**src/rtl/multi_fi.sv**
```systemverilog
// multi_fi - sequential unsigned multiplier built from repeated addition.
//
// Operand A, then operand B, arrive one after the other on data_in. P = A*B is
// formed by adding A into an accumulator B times. Arithmetic wraps modulo 2^WIDTH.
//
// Ports:
//   clk       in   1      rising-edge clock
//   rst       in   1      asynchronous, active-high reset
//   data_in   in   WIDTH  operand bus: A at the LOAD_A edge, B at the LOAD_B edge
//   start     in   1      starts an operation (honoured in IDLE and DONE only)
//   data_out  out  WIDTH  product accumulator, continuously driven
//   done      out  1      level, high while the FSM is in DONE
//
// Configuration macro: MULTI_FI_ZERO_SKIP_EN
//   When defined, a zero A or zero B at the LOAD_B edge jumps straight to DONE
//   with P=0 and no ADD cycles. When undefined, zero operands run the normal path.
//
// state  | meaning
// -------+-----------------------------------------------------------
// IDLE   | waiting for start after reset
// LOAD_A | capture A from data_in on the next edge
// LOAD_B | capture B from data_in, clear P
// ADD    | P += A and B -= 1 per edge until B reaches zero
// DONE   | P valid and held; start begins a new operation

module multi_fi #(
  parameter int WIDTH = 16
) (
  input  logic             clk,
  input  logic             rst,
  input  logic [WIDTH-1:0] data_in,
  input  logic             start,
  output logic [WIDTH-1:0] data_out,
  output logic             done
);

  typedef enum logic [2:0] {
    S_IDLE   = 3'd0,
    S_LOAD_A = 3'd1,
    S_LOAD_B = 3'd2,
    S_ADD    = 3'd3,
    S_DONE   = 3'd4
  } state_t;

  state_t           r_state;
  state_t           w_state_nxt;
  logic [WIDTH-1:0] r_a;
  logic [WIDTH-1:0] r_b;
  logic [WIDTH-1:0] r_p;
  logic [WIDTH-1:0] w_a_nxt;
  logic [WIDTH-1:0] w_b_nxt;
  logic [WIDTH-1:0] w_p_nxt;

  always_ff @(posedge clk or posedge rst) begin
    if (rst) begin
      r_state <= S_IDLE;
      r_a     <= '0;
      r_b     <= '0;
      r_p     <= '0;
    end else begin
      r_state <= w_state_nxt;
      r_a     <= w_a_nxt;
      r_b     <= w_b_nxt;
      r_p     <= w_p_nxt;
    end
  end

  always_comb begin
    w_state_nxt = r_state;
    w_a_nxt     = r_a;
    w_b_nxt     = r_b;
    w_p_nxt     = r_p;
    case (r_state)
      S_IDLE: begin
        if (start) w_state_nxt = S_LOAD_A;
      end
      S_LOAD_A: begin
        w_a_nxt     = data_in;
        w_state_nxt = S_LOAD_B;
      end
      S_LOAD_B: begin
        w_b_nxt     = data_in;
        w_p_nxt     = '0;
        w_state_nxt = S_ADD;
`ifdef MULTI_FI_ZERO_SKIP_EN
        // Product is known to be zero: skip the accumulation entirely.
        if ((r_a == '0) || (data_in == '0)) w_state_nxt = S_DONE;
`endif
      end
      S_ADD: begin
        if (r_b != '0) begin
          w_p_nxt = r_p + r_a;
          w_b_nxt = r_b - 1'b1;
          // Last addition happens on this edge, so leave ADD together with it.
          if (r_b == {{(WIDTH-1){1'b0}}, 1'b1}) w_state_nxt = S_DONE;
        end else begin
          // Zero multiplier: P was cleared in LOAD_B, nothing to add.
          w_state_nxt = S_DONE;
        end
      end
      S_DONE: begin
        if (start) w_state_nxt = S_LOAD_A;
      end
      default: begin
        w_state_nxt = S_IDLE;
      end
    endcase
  end

  assign data_out = r_p;
  assign done     = (r_state == S_DONE);

endmodule

```
**config.mk**
```make
export PLATFORM = sky130hd
export DESIGN_NAME = multi_fi
export DESIGN_NICKNAME = d
export VERILOG_FILES = /design/src/rtl/multi_fi.sv
export SDC_FILE = /design/constraint.sdc
export NUM_CORES = 1
export LEC_CHECK = 0
export ABC_CLOCK_PERIOD_IN_PS = 5000
export CAP_MARGIN = 20
export CORE_ASPECT_RATIO = 2
export CORE_UTILIZATION = 40
export DETAILED_ROUTE_END_ITERATION = 10
export GPL_TIMING_DRIVEN = 0
export PLACE_DENSITY = 0.63
export SKIP_CTS_REPAIR_TIMING = 1
export SLEW_MARGIN = 10
export SYNTH_ARGS = -nofsm -noshare
export SYNTH_HDL_FRONTEND = slang
export SYNTH_SLANG_ARGS = --single-unit
export TNS_END_PERCENT = 100
```
**constraint.sdc**
```tcl
create_clock -name clk -period 5 [get_ports clk]
set_input_delay 0.5 -clock clk [delete_from_list [all_inputs] [get_ports clk]]
set_output_delay 0.5 -clock clk [all_outputs]
set_load 0.03 [all_outputs]
```
Word-level counts from Yosys, hierarchy flattened:

Index checks and enable logic that the tools add are counted.

* flip-flop bits (word level): 51
* bits in latches: 0
* RAM bits: 0
* ROM bits: 0
* input port bits: 19
* output and inout port bits: 17
* word-level logic and storage cells: 28
* memories: 0

* add/sub/neg operators: 2
* multipliers: 0
* divide/modulo/power cells: 0
* order comparisons: 0
* equality and inequality tests: 8
* shifts and indexed selects: 0
* mux-type cells: 8
* bitwise operators: 0
* reductions and logical operators: 6

Operators by type and width (count)
* $pmux 16 s2: 2
* $mux 16: 2
* $add 16x16->16: 1
* $eq 16x1->1 const B: 1
* $reduce_bool 16->1: 1
* $sub 16x1->16 const B: 1
* $pmux 3 s4: 1
* $mux 3: 3
* $eq 3x2->1 const B: 2
* $reduce_and 2->1: 2
* $eq 3x1->1 const B: 1
* $eq 3x3->1 const B: 1
* $logic_not 3->1: 1
* $ne 3x3->1 const B: 1
* $ne 2x1->1 const B: 1
* $ne 2x2->1 const B: 1
* $reduce_bool 2->1: 1
* $reduce_or 2->1: 1

Depth between registers and ports, before layout:

Gate-level depths: netlist (run 1).

* word-level depth: 4
* depth in mapped cells: 10
* depth with buffers taken out: 10

Worst setup path before layout (run 1):

Ideal clock, no wire load.

* kind: flip-flop to flip-flop
* start point: register r_b[6]
* end point: register r_b[14]
* library setup time: 121 ps
* arrival: 2237 ps
* path slack: 2642 ps
* cell stages (with the launch flop): 8
* path buffers: 1
* cell sequence: dfrtp_1 > or4_4 > or4_4 > o31ai_4 > nand2_1 > buf_2 > o21a_1 > o22a_1

* longest elaborated chain between the ends: 3
* elaborated cells on any way between the ends: 6
* those cells by class: 1 x add/sub; 1 x eq/ne; 2 x mux; 2 x reduce/logical

RTL lines
* start, declared: RTL line 48 `logic [WIDTH-1:0] r_b;`
* start signal, assigned: RTL line 63 `r_b <= w_b_nxt;`
* $sub 16x1->16 or $reduce_bool 16->1 (tied branches): RTL line 93, 91
* $mux 16 or $ne 2x2->1 (tied branches)
* $pmux 16 s2 or $reduce_and 2->1 (tied branches)

Parallel ways exist; a longest one is shown, timed or not. The select of a mux whose other input is x is not followed.
A chain may end at the register's enable or synchronous reset.

Final worst setup path (run 1):

* start point: register r_b[6]
* end point: register r_p[2], in the netlist data_out[2]

* longest elaborated chain between the ends: 3

RTL lines
* $reduce_bool 16->1: RTL line 91 `if (r_b != '0) begin`
* $ne 2x2->1 (no line)
* $reduce_and 2->1 (no line)
* end signal, assigned: RTL line 64 `r_p <= w_p_nxt;`
* end, declared: RTL line 49 `logic [WIDTH-1:0] r_p;`

No other way between the ends.

==> results by stage, run 1 <==
Status:
- The run finished with clean final reports.

STA:
- The minimum period implied by the final worst setup slack is 2.83 ns.
- The number of hold-slack violations in the final timing report is 0.
- Setup repair after global routing left no endpoint under its margin.
- Setup violations remaining at the end of the flow were counted as 0.
- For the pin with the worst max-slew slack, the measured transition is 0.790 ns.
- The clock skew after layout is approximately 0.0038 ns.
- The setup TNS is 0 ns.
- The tightest slew margin relative to the limit is 46.8%.
- The final count of pins violating max slew came to 0.
- Of the available clock period, the critical path in the final layout requires 56.6%.
- The maximum clock frequency is about 350 MHz.

Floorplan:
- The horizontal die dimension is 63.8 µm.
- For this configuration, the core starts out at a cell density of 41.7%.
- The top-level port count is 36.
- The standard-cell row count is 44.
- The region available for standard cell placement spans 7320 µm².
- The die covers 8010 µm².
- The floorplan die height is 126 µm.

Setup path:
- The setup check on the worst reg-to-reg path leaves a slack of approximately 2.2 ns.
- The required time of the critical path is 5.21 ns.
- The worst setup path is captured at a flop.
- Among all stages on the critical path, the largest delay is contributed by sky130_fd_sc_hd__or4_4.
- The largest single stage delay on the critical path is between 0.5 and 0.6 ns.
- Walking the worst path, the cells encountered are or4_4, or4_4, o31ai_4, clkbuf_1, nand3_1, o21ai_0.
- STA classifies the critical path startpoint as a flop.
- The cell repeated most along the worst path is sky130_fd_sc_hd__or4_4.
- The worst path arrival time is 3.05 ns.
- The count of cell instances traversed by the critical path is 6.
- Together, buffers and inverters on the worst path number 1.
- The peak fanout along the critical path is 10.
- The worst setup path is of the reg2reg kind.
- Grouping stages by cell kind, the critical path spends the most delay in simple AND/OR/NAND/NOR gates.
- The number of cells on the worst reg-to-reg path is 6.

CTS:
- The clock drives 51 sinks.
- The H-tree depth is 2.
- The CTS tree is yes.
- The root buffer cell is sky130_fd_sc_hd__clkbuf_16.
- The number of buffers created by CTS is 5.
- The maximum buffer depth of the clock tree is 2.
- Clock-pin slew was measured on the worst setup and hold paths at around 0.07 ns.
- The clock insertion delay at the later pin of the skew report is 0.30 ns.

Synth:
- The number of storage elements in the synthesis netlist is just over 50.
- The number of distinct library cells after synthesis is 51.
- The synthesized area per cell is 9.26 µm².
- Sorting the synthesized cells by area gives the leading types as sky130_fd_sc_hd__dfrtp_1 (42%), sky130_fd_sc_hd__ha_1 (7.4%), sky130_fd_sc_hd__mux2_2 (5.5%), sky130_fd_sc_hd__a21oi_1 (5.2%), sky130_fd_sc_hd__o21ai_0 (4.4%).
- The share of synthesized flip-flops with an asynchronous set or reset is between 90% and 100%.
- The simple-gate portion of the synthesized area is between 10% and 20%.
- The share of synthesized area in the top cell type comes to about two fifths.
- In the synthesized netlist, the number of instances is 330.
- The number of synthesized flops with an enable pin is 0.
- The synthesized netlist devotes 20.4% of its cell area to compound gates.
- The multiplexer share of the synthesized area is under 10%.
- The dominant combinational cell family by area after synthesis is compound AO/OA/AOI/OAI gates.
- The predominant post-synthesis flop cell is sky130_fd_sc_hd__dfrtp_1.
- The number of warnings reported in the yosys synthesis log is 0.
- When the netlist entered floorplanning its net count stood at 368.
- Of the total synthesized cell area, the portion taken by XOR and XNOR cells is 3.73%.
- The netlist area before placement is 3060 µm².
- The share of synthesized area occupied by flip-flops and latches is a little over two fifths.
- Summed over all instances, the cell type with the most area after synthesis is sky130_fd_sc_hd__dfrtp_1.
- The adder and majority gate portion of the synthesized area is 8.03%.

GRT:
- Across every metal layer, demand over resource in global routing totals 21.8%.
- The largest net degree at the start of global routing is 37.
- The first global-routing pass estimated between 10000 and 15000 µm of wire.
- The initial antenna violation count is 0.
- The sum of overflow across all layers after global routing is 0.
- The via count of the first global-routing pass is 2754.

Placed design:
- The weighted congestion at the end of routability-driven global placement is 0.903.
- Port buffering added 35 buffers.
- Detailed placement finished with a half-perimeter wire length of 6020 µm.

Final layout:
- The final antenna diode count is 0.
- The filler cells instantiated in the layout total 708.
- In the final layout, the share of cells above drive strength 1 is 9.09%.
- Summing all flip-flop and latch instances after layout gives 1280 µm².
- The area occupied by multi-input gates is ~1700 µm².
- Relative to the synthesized area, the layout overhead comes to 21.4%.
- For this run, the post-layout net count is 412.
- The most common cell after layout, fill and taps aside is sky130_fd_sc_hd__dfrtp_1.
- The library cells used most frequently in the layout, excluding fill and tap cells, are sky130_fd_sc_hd__dfrtp_1 (51), sky130_fd_sc_hd__clkdlybuf4s50_1 (35), sky130_fd_sc_hd__a21oi_1 (32).
- The final standard cell utilization of the core is 50.6%.

Power and ir drop:
- The peak ir drop on the vdd network is roughly 0.00037 V.
- The share of total power in combinational logic is ~57%.
- The clock share of power is 14.3%.
- The internal power summed over all cells is roughly 1.5 mW.
- The static leakage power is between 1.5 and 2 nW.
- The reported net switching power is 1.24 mW.
- The total power per unit cell area is 739 nW/µm².
- Of the total power, registers draw approximately 28%.
- The switching part of the total is 45.1%.

Route:
- The first-pass iteration count of the detailed router is 4.
- The starting DRC count in detailed routing is 110.
- The number of vias per cell after detailed routing is ~5.7.
- Once detail routing completed, the nets flagged for antenna violations numbered 0.
- The final layout contains routed wiring with a total length of 8100 µm.
- Across all layers, the routed design uses roughly 2700 vias.
- The DRC violation count after routing is 0.
- The routed length per placed instance is about 17 µm.

Flow run:
- The max capacitance violation total is 0.

Hold path:
- The kind of path behind the tightest hold check is in2async.
kinds of logic (layout without fill, tap and decap cells):
| kind of cell | Yosys count | after routing |
|---|---|---|
| AND/OR/NAND/NOR | 104 | 104 |
| buffers and inverters | 25 | 69 |
| multiplexers | 15 | 15 |
| XOR/XNOR | 13 | 13 |
| flip-flops | 51 | 51 |
| adder cells (fa/ha/maj) | 19 | 19 |
| AO/OA/AOI/OAI | 103 | 103 |
final cells by class:
class | count | share of cell area [%]
buffer | 14 | 1.75
sequential | 51 | 34.4
clock buffer | 5 | 3.37
tap | 92 | 3.10
clock inverter | 2 | 1.01
inverter | 11 | 1.11
timing repair buffer | 37 | 10.1
multi-input combinational | 254 | 45.1
flip-flops by register name, indices dropped and copies added, names as in the netlist:
register  count
data_out     16
r_a          16
r_b          16
r_state       3
routing by layer:
| layer | global-route usage (%) | vias up | routed length, µm |
|---|---|---|---|
| met5 | 0 | - | 0 |
| met4 | 13.1 | 0 | 403 |
| met3 | 3.01 | 26 | 238 |
| met2 | 38.4 | 72 | 4330 |
| met1 | 23.9 | 1280 | 3120 |
| li1 | - | 1294 | - |
worst paths after layout:
| kind | to | start |
|---|---|---|
| setup / recovery | data_out[2]$_DFFE_PP0P_ | r_b[6]$_DFFE_PP0P_ |
| hold / removal | r_b[2]$_DFFE_PP0P_ | rst |
| setup reg to reg | data_out[2]$_DFFE_PP0P_ | r_b[6]$_DFFE_PP0P_ |
| hold reg to reg | r_b[13]$_DFFE_PP0P_ | r_b[13]$_DFFE_PP0P_ |
| max in group asynchronous | data_out[10]$_DFFE_PP0P_ | rst |
| min in group clk | r_b[13]$_DFFE_PP0P_ | r_b[13]$_DFFE_PP0P_ |
worst register-to-register path: stages (launching register included):
cell and delay [ns]:
sky130_fd_sc_hd__dfrtp_1 0.42, sky130_fd_sc_hd__or4_4 0.58, sky130_fd_sc_hd__or4_4 0.45, sky130_fd_sc_hd__o31ai_4 0.56, sky130_fd_sc_hd__clkbuf_1 0.51, sky130_fd_sc_hd__nand3_1 0.13
sky130_fd_sc_hd__o21ai_0 0.11
power groups by stage:
| stage | sequential [mW] | combinational, mW | clock [mW] |
|---|---|---|---|
| floorplan | 0.829 | 1.07 | 0 |
| finish | 0.781 | 1.57 | 0.392 |
| detailed placement | 0.786 | 1.55 | 0 |
| global route | 0.810 | 1.74 | 0.415 |
| global placement | 0.781 | 1.53 | 0 |
| CTS | 0.780 | 1.57 | 0.399 |
cell usage after synthesis (3+ instances only):
library cell / instances
sky130_fd_sc_hd__clkbuf_1: 11
sky130_fd_sc_hd__o211ai_1: 6
sky130_fd_sc_hd__inv_1: 11
sky130_fd_sc_hd__mux2_2: 15
sky130_fd_sc_hd__nand3_1: 18
sky130_fd_sc_hd__o21a_1: 3
sky130_fd_sc_hd__nand2_1: 28
sky130_fd_sc_hd__dfrtp_1: 51
sky130_fd_sc_hd__o22ai_1: 3
sky130_fd_sc_hd__a31oi_1: 3
sky130_fd_sc_hd__nand2b_1: 3
sky130_fd_sc_hd__or3_1: 4
sky130_fd_sc_hd__nor4_1: 3
sky130_fd_sc_hd__ha_1: 18
sky130_fd_sc_hd__o21ai_0: 27
sky130_fd_sc_hd__a21oi_1: 32
sky130_fd_sc_hd__xnor2_1: 7
sky130_fd_sc_hd__nor3_1: 9
sky130_fd_sc_hd__nand4_1: 3
sky130_fd_sc_hd__a21o_1: 6
sky130_fd_sc_hd__o21ai_1: 8
sky130_fd_sc_hd__xor2_1: 6
sky130_fd_sc_hd__nor2_1: 20
metrics by stage:
stage	hold WS [ns]	instance area, µm²	cells	power [mW]	setup slack, ns
floorplan	0.455	3060	330	1.90	2.64
global placement	0.481	3520	457	2.31	2.20
detailed placement	0.492	3550	459	2.34	2.16
CTS	0.504	3710	466	2.75	2.16
global route	0.521	3710	466	2.96	2.01
finish	0.497	3710	466	2.74	2.17
(Power assumes the default switching activity.)
==> run 2, diff against run 1 <==
Settings changed: ABC_CLOCK_PERIOD_IN_PS 5000 to 2500, PLACE_DENSITY 0.63 to 0.66.
Clock period 5 ns to 2.5 ns, I/O delays scaled along.
==> run 2 against run 1 <==
  * Highest routed layer unchanged
  * Critical endpoint is now r_b[15]$_DFFE_PP0P_
  * Worst setup slack got worse by 2.2 ns
  * Sequential power rose by 100%
  * First-iteration DRC count rose by 62%
  * Critical path type unchanged
  * The run now ends with setup timing left
  * Via count is 2.6% higher
==> results by stage, run 2 (same netlist as run 1, synthesis figures left out) <==
Status:
- The run finished, with violations left.
- The final reports fail on setup timing.

GRT:
- Entering global routing, the biggest net connects 31 pins.
- The via count of the first global-routing pass is 2832.
- The first-pass GRT wire length is 13500 µm.
- The sum of overflow across all layers after global routing is 0.
- The overall routing resource usage is 21.7%.
- The initial antenna violation count is 0.

Placed design:
- In this run, placement finished with an instance count of 459.
- The count of input and output buffers is 35.
- The worst setup slack after placement is -0.242 ns.
- Routability-driven placement finished with a final weighted congestion of 0.893.
- Once detailed placement completed, the half-perimeter wirelength came to 6100 µm.

Setup path:
- For the worst setup path, the data required time is 2.71 ns.
- The setup slack on the worst flop-to-flop path is -0.05 ns.
- For the worst setup path, the data arrival time is 2.76 ns.
- The kind of start point of the critical path is a flop.
- In this run the worst setup path begins at r_b[5]$_DFFE_PP0P_.
- Following the worst setup path forward leads to its endpoint at r_b[15]$_DFFE_PP0P_.
- The worst register-to-register path ends at r_b[15]$_DFFE_PP0P_.
- The source of the worst register-to-register timing path is r_b[5]$_DFFE_PP0P_.
- The number of cells on the worst reg-to-reg path is 6.
- Along the worst path, the maximum fanout reaches 5.
- The endpoint class of the critical path is a flop.
- The worst setup path is of the reg2reg kind.

Final layout:
- The number of antenna diodes in the final layout is 0.
- The library cells used most frequently in the layout, excluding fill and tap cells, are sky130_fd_sc_hd__dfrtp_1 (51), sky130_fd_sc_hd__clkdlybuf4s50_1 (35), sky130_fd_sc_hd__a21oi_1 (32).
- Of the cells placed in the final design, the portion with a size suffix greater than 1 is 13.2%.
- From synthesis to final layout, the design area changed by 24.4%.
- The most common cell after layout, fill and taps aside is sky130_fd_sc_hd__dfrtp_1.
- In the final design database the tool counted 417 nets.
- The final standard cell count with taps included and fillers excluded is 472.

Route:
- The first-pass iteration count of the detailed router is 4.
- The aggregate routed wire length is 8280 µm.
- The via count is 2742.
- The routed length per placed instance is 17.5 µm.
- The DRC violation count after routing is 0.
- For this block, the initial DRC count from the detailed router was 178.
- The number of vias per cell after detailed routing is just under 6.
- The number of antenna-violating nets in the routed design is 0.

STA:
- Headroom to the max-slew limit came out at 43.3%.
- The clock skew after layout is 0.00749 ns.
- The final worst setup slack is -0.0545 ns.
- The final worst-path cycle share is 102%.
- The actual transition at the worst max-transition pin is 0.843 ns.
- Setup repair after global routing could not meet its margin everywhere.
- The number of hold-slack violations in the final timing report is 0.
- The final count of pins violating max slew is 0.
- The smallest clock period supported by the final layout is computed as 2.55 ns.
- Setup violations remaining at the end of the flow were counted as 14.
- Static timing analysis puts the maximum clock frequency at 391 MHz.

Floorplan:
- The standard-cell row count is 44.
- The core region area is 7320 µm².
- The horizontal die dimension is 63.8 µm.
- The top-level port count is 36.
- The effective utilization at floorplan is 41.7%.
- The die outline area is 8010 µm².
- The die is 126 µm tall.

CTS:
- For the worst-skew pair, the clock arrives at the later sink with an insertion delay of 0.30 ns.
- TritonCTS built the clock tree.
- Clock tree synthesis found a total of 51 sinks.
- Buffers inserted during clock tree synthesis total 5.
- The clock slew seen by the registers of the worst setup and hold paths is 0.07 ns.
- In this run the deepest clock path goes through 2 buffers.
- The root buffer cell chosen for the clock tree is sky130_fd_sc_hd__clkbuf_16.
- The H-tree depth is 2.

Power and ir drop:
- Net switching is 45.2% of the power.
- The clock network burns 12.0% of the power.
- The sequential cell fraction of total power is 27.8%.
- The reported net switching power is 2.56 mW.
- In this run, the combinational gates consume 60.2% of the power.
- The peak ir drop on the vdd network is around 0.00061 V.
- The analysis attributes to cell leakage a power of roughly 1.6 nW.
- The total power per unit cell area is 1490 nW/µm².
- Internal power comes to 3.10 mW.

Hold path:
- The kind of path behind the tightest hold check is in2async.

Flow run:
- The max capacitance violation total is 0.
==> run 2: cell count changes in the layout (fill, tap and decap cells not counted), sizes merged <==
| cell | change |
|---|---|
| buf | +6 |
| bufinv | -1 |
| clkinv | +1 |
==> run 2: metal layers <==
metal  routed length, µm  part of all wire (%)  vias up  global-route usage (%)
met1                3090                    37     1330                    23.2
met4                 238                   2.9        0                    11.1
li1                    -                     -     1305                       -
met2                4590                    55       88                    39.4
met3                 370                   4.5       19                    3.74
met5                   0                     0        -                       0
==> run 2: critical path, cell delays in order (launching register included) <==
cell and delay, ns:
sky130_fd_sc_hd__dfrtp_1 0.39, sky130_fd_sc_hd__or4_4 0.57, sky130_fd_sc_hd__nor4_1 0.66, sky130_fd_sc_hd__nand2_1 0.31
sky130_fd_sc_hd__nor2_1 0.25, sky130_fd_sc_hd__a22oi_1 0.10, sky130_fd_sc_hd__o21ai_0 0.19
==> run 2: stage by stage <==
| stage | hold WS, ns | TNS [ns] | area, µm² | utilization [%] | power (mW) |
|---|---|---|---|---|---|
| final | 0.294 | -0.417 | 3800 | 51.9 | 5.67 |
| after global routing | 0.340 | -1.86 | 3800 | 51.9 | 6.14 |
| after CTS | 0.314 | -6.33 | 3690 | 50.4 | 5.39 |
| after detailed placement | 0.500 | -5.25 | 3550 | 48.4 | 4.68 |
| after global placement | 0.475 | -9.20 | 3520 | 48.1 | 4.60 |
| after floorplan | 0.339 | 0 | 3060 | - | 3.80 |
==> run 2: worst min-delay path by stage <==
stage / startpoint / end / slack (ns)
floorplan: start / r_state[2]$_DFFE_PP0P_ / 0.34
global placement: r_b[13]$_DFFE_PP0P_ / r_b[13]$_DFFE_PP0P_ / 0.48
detailed placement: r_b[13]$_DFFE_PP0P_ / r_b[13]$_DFFE_PP0P_ / 0.50
CTS: rst / r_b[3]$_DFFE_PP0P_ / 0.31
global route: rst / r_b[3]$_DFFE_PP0P_ / 0.34
finish: rst / r_b[3]$_DFFE_PP0P_ / 0.29
==> run 2: final cells by class <==
class / count / area (µm²)
Multi-Input combinational cell: 254 / 1710
Inverter: 11 / 41.3
Clock inverter: 2 / 12.5
Clock buffer: 6 / 129
Sequential cell: 51 / 1280
Buffer: 14 / 91.3
Tap cell: 92 / 115
Fill cell: 692 / 3520
Timing Repair Buffer: 42 / 428
==> run 2: power by group through the flow <==
stage                     clock, mW  sequential [mW]  combinational, mW
after CTS                     0.696             1.56               3.14
after detailed placement          0             1.57               3.11
final                         0.681             1.57               3.41
after global routing          0.732             1.63               3.77
after floorplan                   0             1.66               2.14
after global placement            0             1.56               3.05
